File: config.mk
export PLATFORM = sky130hd
export DESIGN_NAME = chimera_cluster_ctrl
export DESIGN_NICKNAME = d
export VERILOG_FILES = /design/src/rtl/chimera_pkg.sv /design/src/rtl/chimera_cluster_seq.sv /design/src/rtl/chimera_cluster_ctrl.sv
export SDC_FILE = /design/constraint.sdc
export NUM_CORES = 1
export LEC_CHECK = 0
export BUFFER_PORTS_ARGS = -buffer_cell sky130_fd_sc_hd__buf_2
export CAP_MARGIN = 20
export CORE_ASPECT_RATIO = 1.4
export CORE_MARGIN = 4
export CORE_UTILIZATION = 50
export CTS_BUF_LIST = sky130_fd_sc_hd__clkbuf_8
export DETAILED_ROUTE_END_ITERATION = 10
export GPL_ROUTABILITY_DRIVEN = 0
export PLACE_DENSITY = 0.89
export SYNTH_ARGS = -nofsm -noshare
export SYNTH_HDL_FRONTEND = slang
export SYNTH_SLANG_ARGS = --single-unit
File: constraint.sdc
create_clock -name clk_i -period 4.3 [get_ports clk_i]
set_input_delay 1.29 -clock clk_i [delete_from_list [all_inputs] [get_ports clk_i]]
set_output_delay 1.29 -clock clk_i [all_outputs]
set_load 0.005 [all_outputs]
File: src/rtl/chimera_pkg.sv
// Shared types, register offsets and defaults for the cluster sequencing controller.
// Also holds the per-state output encoding used by every cluster sequencer.
package chimera_pkg;

    localparam int unsigned ExtClusters = 5;
    localparam logic [63:0] SnitchBootROMRegionStart = 64'h0000_0000_3000_0000;
    localparam logic [7:0]  DelayDefault = 8'd16;

    localparam logic [11:0] CtrlOffset     = 12'h000;
    localparam logic [11:0] BootAddrOffset = 12'h080;
    localparam logic [11:0] StatusOffset   = 12'h100;
    localparam logic [11:0] DelayOffset    = 12'h180;

    typedef enum logic [2:0] {
        CLUSTER_OFF      = 3'd0,
        CLUSTER_CLK_ON   = 3'd1,
        CLUSTER_RUN      = 3'd2,
        CLUSTER_ISOLATE  = 3'd3,
        CLUSTER_RST_WAIT = 3'd4
    } cluster_seq_state_e;

    typedef struct packed {
        logic [31:0] paddr;
        logic [2:0]  pprot;
        logic        psel;
        logic        penable;
        logic        pwrite;
        logic [31:0] pwdata;
        logic [3:0]  pstrb;
    } apb_req_t;

    typedef struct packed {
        logic        pready;
        logic [31:0] prdata;
        logic        pslverr;
    } apb_resp_t;

    // Returns {clk_en, rst, iso} for a sequencer state.
    function automatic logic [2:0] seq_outputs(cluster_seq_state_e s);
        case (s)
            CLUSTER_OFF:      seq_outputs = 3'b011;
            CLUSTER_CLK_ON:   seq_outputs = 3'b111;
            CLUSTER_RUN:      seq_outputs = 3'b100;
            CLUSTER_ISOLATE:  seq_outputs = 3'b101;
            CLUSTER_RST_WAIT: seq_outputs = 3'b111;
            default:          seq_outputs = 3'b011;
        endcase
    endfunction

endpackage

File: src/rtl/chimera_cluster_seq.sv
// Power sequencer for one cluster: clock enable, reset and isolation with a delay counter.
//   state    | meaning
//   OFF      | clock gated, reset and isolation asserted
//   CLK_ON   | clock running, reset held for max(DELAY,1) cycles
//   RUN      | cluster running, isolation released
//   ISOLATE  | isolation requested, waiting for iso_ack
//   RST_WAIT | reset asserted, clock kept on for max(DELAY,1) cycles
module chimera_cluster_seq
    import chimera_pkg::*;
(
    input  logic       clk_i,
    input  logic       rst_i,
    input  logic       en_i,
    input  logic [7:0] delay_i,
    input  logic       iso_ack_i,
    output logic       clk_en_o,
    output logic       rst_o,
    output logic       iso_o,
    output logic [2:0] state_o
);

    cluster_seq_state_e state_q, state_d;
    logic [7:0] cnt_q, cnt_d;
    logic [7:0] load_val;

    assign load_val = (delay_i == 8'd0) ? 8'd1 : delay_i;

    always_comb begin
        state_d = state_q;
        cnt_d   = cnt_q;
        case (state_q)
            CLUSTER_OFF: begin
                if (en_i) begin
                    state_d = CLUSTER_CLK_ON;
                    cnt_d   = load_val;
                end
            end
            CLUSTER_CLK_ON: begin
                if (!en_i)                state_d = CLUSTER_OFF;
                else if (cnt_q == 8'd1)   state_d = CLUSTER_RUN;
                else                      cnt_d   = cnt_q - 8'd1;
            end
            CLUSTER_RUN: begin
                if (!en_i) state_d = CLUSTER_ISOLATE;
            end
            // EN is deliberately ignored here so a started shutdown always drains.
            CLUSTER_ISOLATE: begin
                if (iso_ack_i) begin
                    state_d = CLUSTER_RST_WAIT;
                    cnt_d   = load_val;
                end
            end
            CLUSTER_RST_WAIT: begin
                if (cnt_q == 8'd1) state_d = CLUSTER_OFF;
                else               cnt_d   = cnt_q - 8'd1;
            end
            default: state_d = CLUSTER_OFF;
        endcase
    end

    always_ff @(posedge clk_i) begin
        if (rst_i) begin
            state_q                      <= CLUSTER_OFF;
            cnt_q                        <= 8'd0;
            {clk_en_o, rst_o, iso_o}     <= seq_outputs(CLUSTER_OFF);
        end else begin
            state_q                      <= state_d;
            cnt_q                        <= cnt_d;
            {clk_en_o, rst_o, iso_o}     <= seq_outputs(state_d);
        end
    end

    assign state_o = state_q;

endmodule

File: src/rtl/chimera_cluster_ctrl.sv
// APB register block for per-cluster enable, boot address, status and sequencing delay.
// Instantiates one power sequencer per cluster.
module chimera_cluster_ctrl
    import chimera_pkg::*;
#(
    parameter int unsigned NumClusters     = chimera_pkg::ExtClusters,
    parameter logic [31:0] BootAddrDefault = chimera_pkg::SnitchBootROMRegionStart[31:0],
    parameter logic [7:0]  DelayDefault    = chimera_pkg::DelayDefault
) (
    input  logic                      clk_i,
    input  logic                      rst_i,
    input  apb_req_t                  apb_req_i,
    output apb_resp_t                 apb_rsp_o,
    output logic [NumClusters-1:0]    clk_en_o,
    output logic [NumClusters-1:0]    rst_o,
    output logic [NumClusters-1:0]    iso_o,
    input  logic [NumClusters-1:0]    iso_ack_i,
    output logic [NumClusters*32-1:0] boot_addr_o
);

    logic [NumClusters-1:0] en_q;
    logic [31:0]            boot_q [NumClusters];
    logic [7:0]             delay_q;
    logic [2:0]             state  [NumClusters];

    logic        access, wr_ok, err, idx_ok;
    logic        sel_ctrl, sel_boot, sel_status, sel_delay;
    logic [11:0] addr;
    logic [4:0]  idx;
    logic [4:0]  bank;
    logic [31:0] rdata;
    logic        unused_req;

    assign unused_req = ^{apb_req_i.pprot, apb_req_i.paddr[31:12]};

    assign access = apb_req_i.psel & apb_req_i.penable;
    assign addr   = apb_req_i.paddr[11:0];
    assign idx    = addr[6:2];
    assign bank   = addr[11:7];
    assign idx_ok = 32'(idx) < NumClusters;

    always_comb begin
        sel_ctrl   = (bank == CtrlOffset[11:7])     && idx_ok;
        sel_boot   = (bank == BootAddrOffset[11:7]) && idx_ok;
        sel_status = (bank == StatusOffset[11:7])   && idx_ok;
        sel_delay  = (addr[11:2] == DelayOffset[11:2]);
        err        = (addr[1:0] != 2'b00)
                   || !(sel_ctrl || sel_boot || sel_status || sel_delay)
                   || (sel_status && apb_req_i.pwrite);
    end

    assign wr_ok = access & apb_req_i.pwrite & ~err;

    always_comb begin
        rdata = 32'd0;
        for (int i = 0; i < NumClusters; i++) begin
            if (idx == 5'(i)) begin
                if (sel_ctrl)   rdata = {31'd0, en_q[i]};
                if (sel_boot)   rdata = boot_q[i];
                if (sel_status) rdata = {29'd0, state[i]};
            end
        end
        if (sel_delay) rdata = {24'd0, delay_q};
    end

    always_comb begin
        apb_rsp_o.pready  = access;
        apb_rsp_o.pslverr = access & err;
        apb_rsp_o.prdata  = (access && !err) ? rdata : 32'd0;
    end

    always_ff @(posedge clk_i) begin
        if (rst_i) begin
            en_q    <= '0;
            delay_q <= DelayDefault;
            for (int i = 0; i < NumClusters; i++) boot_q[i] <= BootAddrDefault;
        end else if (wr_ok) begin
            if (sel_delay && apb_req_i.pstrb[0]) delay_q <= apb_req_i.pwdata[7:0];
            for (int i = 0; i < NumClusters; i++) begin
                if (idx == 5'(i)) begin
                    if (sel_ctrl && apb_req_i.pstrb[0]) en_q[i] <= apb_req_i.pwdata[0];
                    if (sel_boot) begin
                        for (int b = 0; b < 4; b++) begin
                            if (apb_req_i.pstrb[b]) boot_q[i][8*b +: 8] <= apb_req_i.pwdata[8*b +: 8];
                        end
                    end
                end
            end
        end
    end

    for (genvar g = 0; g < NumClusters; g++) begin : gen_seq
        chimera_cluster_seq u_seq (
            .clk_i     (clk_i),
            .rst_i     (rst_i),
            .en_i      (en_q[g]),
            .delay_i   (delay_q),
            .iso_ack_i (iso_ack_i[g]),
            .clk_en_o  (clk_en_o[g]),
            .rst_o     (rst_o[g]),
            .iso_o     (iso_o[g]),
            .state_o   (state[g])
        );
        assign boot_addr_o[32*g +: 32] = boot_q[g];
    end

endmodule
==> impl_metrics.tcl <==
set metrics [dict create \
    grt_overflow 0 \
    antenna_found_initial 4 \
    clkSlewWorstSetupHoldPaths_ns 0.06 \
    clk_path_buf_depth 3 \
    p_clk_frac 0.367 \
    h-tree-depth 2 \
    die-area_sq_mm 0.02583 \
    ant_nets 0 \
    synthTopCellsByCount "edfxtp_1 (160), nor2_1 (130), a21oi_1 (89), dfxtp_1 (83), nand2_1 (68)" \
    status "complete, but fails checks" \
    use_met3 0.04621 \
    power_mw 4.602 \
    drive_gt1_frac 0.3336 \
    maxSlewViolCount 0 \
    hold_slack_ns 0.4859 \
    avgSynthCellArea_sq_um 10.38 \
    critPathCaptureType "primary output" \
    synth_warnings 0 \
    power_frac_comb 0.065 \
    path_delay_family "buffers and inverters" \
    reg2reg_to "gen_seq[0].u_seq.cnt_q[0]$_SDFFE_PP0P_" \
    synth_edf_count 160 \
    leakage_nw 5.689 \
    cts_tree "done" \
    drtPass1Iterations 6 \
    grt_max_degree 74 \
    clock-sinks 243 \
    syn_inst 1122 \
    yosysMostFrequentCell "edfxtp_1" \
    setup_violations 30 \
    wirelength_um 38210 \
    powerDensity_mw_per_mm2 313.6 \
    slew_headroom 0.3711 \
    swShare 0.2343 \
    p_switching_mw 1.078 \
    detail_route.iter0.violations 1085 \
    grt_pass1_vias 10020 \
    max_stage_delay_ns 0.24 \
    met2_usage 0.4779 \
    crit_buf_inv 6 \
    holdPathStages 2 \
    worstPathMaxFanout 8 \
    yosys.area.top_type_share 0.4126 \
    core.rowCount 65 \
    async_flop_share 0 \
    cap_violations 0 \
    ys_ff_latch 243 \
    fin_crit_sh 1.025 \
    setup-tns-final_ns -1.717 \
    nets 1516 \
    finalHoldViolCount 0 \
    intPower_mw 3.524 \
    period_needed_ns 4.409 \
    slowest_stage "a21oi_2" \
    clk_latency_ns 0.52 \
    synth.cell_area_sq_mm 0.01164 \
    track_usage 0.2686 \
    hold_path.startpoint "gen_seq[1].u_seq.cnt_q[6]$_SDFFE_PP0P_" \
    synth_ff_type "edfxtp_1" \
    reg2reg_from "gen_seq[0].u_seq.cnt_q[0]$_SDFFE_PP0P_" \
    start_util 0.5114 \
    hpwl_um 25930 \
    skew_ns 0.01779 \
    area_delta_synth_final_pct 26.02 \
    synth_cell_types 69 \
    r2r_slack_ns 1.59 \
    yosysTopAreaCell "edfxtp_1" \
    synthTopCellsByArea "edfxtp_1 (41%), dfxtp_1 (14%), a22oi_1 (4.2%)" \
    vdd_drop_max_v 0.0002255 \
    die_x_um 137.0 \
    synth_nets 1213 \
    coreArea_sq_mm 0.02277 \
    avgRoutedWirePerCell_um 21.77 \
    crit_chain "buf_6 -> buf_4 -> o21a_1 -> nor3_2 -> buf_4 -> nand2_4 -> nor2_4 -> buf_12 -> buf_12 -> a22oi_1 -> a21oi_2 -> buf_2" \
    holdPathEnd "gen_seq[1].u_seq.cnt_q[6]$_SDFFE_PP0P_" \
    io_buffer_count 266 \
    cp.arrival_ns 3.12 \
    grt.busiest_layer "met2" \
    rr_worst_depth 7 \
    seq_area_frac_synth 0.5553 \
    vias_per_cell 6.093 \
    violations "negative setup slack" \
    fin_ws_ns -0.1085 \
    num-fill-cells 1700 \
    hp-class "flop to flop" \
    drcViolationCount 0 \
    num_vias 10690 \
    power_frac_seq 0.568 \
    grt_pass1_wl_um 54190 \
    cp-start-kind "input port" \
    max_freq_mhz 226.8 \
    root_buffer "clkbuf_8" \
    worstSetupPathType "input port to primary output" \
    die_h_um 188.6 \
    tightestPinTransition_ns 0.9195 \
    rsz0062_at_grt "yes" \
    ios 290 \
    required_ns 3.01 \
    grt.met1_usage 0.3017 \
    cts_buffers 36 \
]
## power groups by stage
stage | sequential [mW] | clock, mW | combinational [mW]
2_1_floorplan | 2.66 | 0 | 0.0838
3_3_place_gp | 2.66 | 0 | 0.273
3_5_place_dp | 2.66 | 0 | 0.276
4_1_cts | 2.61 | 1.71 | 0.282
5_1_grt | 2.62 | 1.81 | 0.315
6_report | 2.61 | 1.69 | 0.297
## cell type report
cell class | count | area [sq um] | area share
clock inverter | 25 | 105.1 | 0.007162
clock buffer | 39 | 536.8 | 0.03658
multi-input combinational | 753 | 4768 | 0.3249
inverter | 30 | 112.6 | 0.007673
sequential | 243 | 6466 | 0.4406
timing repair buffer | 361 | 2302 | 0.1569
tap | 301 | 376.6 | 0.02566
antenna | 3 | 7.507 | 0.0005116
## sequential cells by signal, summed over array words and instances (netlist names)
name / flops
en_q: 5
gen_seq.u_seq.state_o: 15
gen_seq.u_seq.cnt_q: 40
gen_seq.u_seq.rst_o: 5
gen_seq.u_seq.iso_o: 5
boot_q: 160
gen_seq.u_seq.clk_en_o: 5
delay_q: 8
## worst max-delay path by stage
stage	slack [ns]	cells past startpoint	endpoint	from
2_1_floorplan	0.02	9	apb_rsp_o[12]	apb_req_i[44]
3_3_place_gp	-0.36	9	apb_rsp_o[22]	apb_req_i[51]
3_5_place_dp	-0.34	9	apb_rsp_o[32]	apb_req_i[51]
4_1_cts	-0.09	8	apb_rsp_o[16]	apb_req_i[48]
5_1_grt	-0.13	12	apb_rsp_o[21]	apb_req_i[44]
6_report	-0.11	12	apb_rsp_o[21]	apb_req_i[44]
## through the flow
| stage | area (sq um) | cells | setup slack, ns | util |
|---|---|---|---|---|
| after floorplan | 11690 | 1122 | 0.01610 | - |
| after global placement | 13590 | 1670 | -0.3582 | 0.5970 |
| after detailed placement | 13590 | 1670 | -0.3382 | 0.5970 |
| after CTS | 14380 | 1738 | -0.08818 | 0.6313 |
| after global routing | 14680 | 1755 | -0.1282 | 0.6445 |
| final | 14680 | 1755 | -0.1085 | 0.6445 |
## worst reg2reg max path, delay by kind of cell (launching register included)
kind	cells	cell delay (ns)
flops	1	0.41
simple gates	4	1.26
compound gates	2	0.74
fa+ha+maj	1	0.17
## metal layers
layer	share of wire	wire (um)
met5	0.00021	8
met2	0.50	18960
met3	0.096	3680
met4	0.066	2503
met1	0.34	13060
## timing repair
item                                    4_1_cts  5_1_grt
endpoints found under the setup margin       30       32
pin swaps                                     6       11
setup buffers                                 4        9
hold buffers                                  0        0
gates resized for setup                      25       26
gates cloned                                  1        5
## cell families after synthesis
| logic type | Yosys count | synth area share |
|---|---|---|
| muxes | 17 | 0.01504 |
| adders and majority gates | 10 | 0.01074 |
| DFF | 243 | 0.5553 |
| buffers and inverters | 126 | 0.05071 |
| and+or+nand+nor | 401 | 0.1742 |
| xor gates and xnor gates | 7 | 0.005265 |
| AOI/OAI and AO/OA | 318 | 0.1888 |
## placed cells by master, fill, tap and decap left out, types with 7 or more instances in the layout
master	n
buf_4	75
nor4_1	9
and3_1	18
a21oi_2	27
mux2i_1	13
and2_1	33
nor2_1	126
a22oi_1	65
nand2_1	67
a211oi_1	9
inv_1	44
nand2b_1	20
nor3_1	37
o21ai_0	37
a21oi_1	82
a2bb2oi_1	7
dfxtp_1	83
o21a_1	7
o22ai_1	8
buf_2	261
a32oi_1	7
ha_1	10
nand3_1	15
buf_12	9
a21o_1	26
nand3b_1	7
buf_6	10
clkbuf_8	39
nand4_1	7
edfxtp_1	160
nor2b_1	8
No activity file was read; power rests on OpenSTA's default activity.
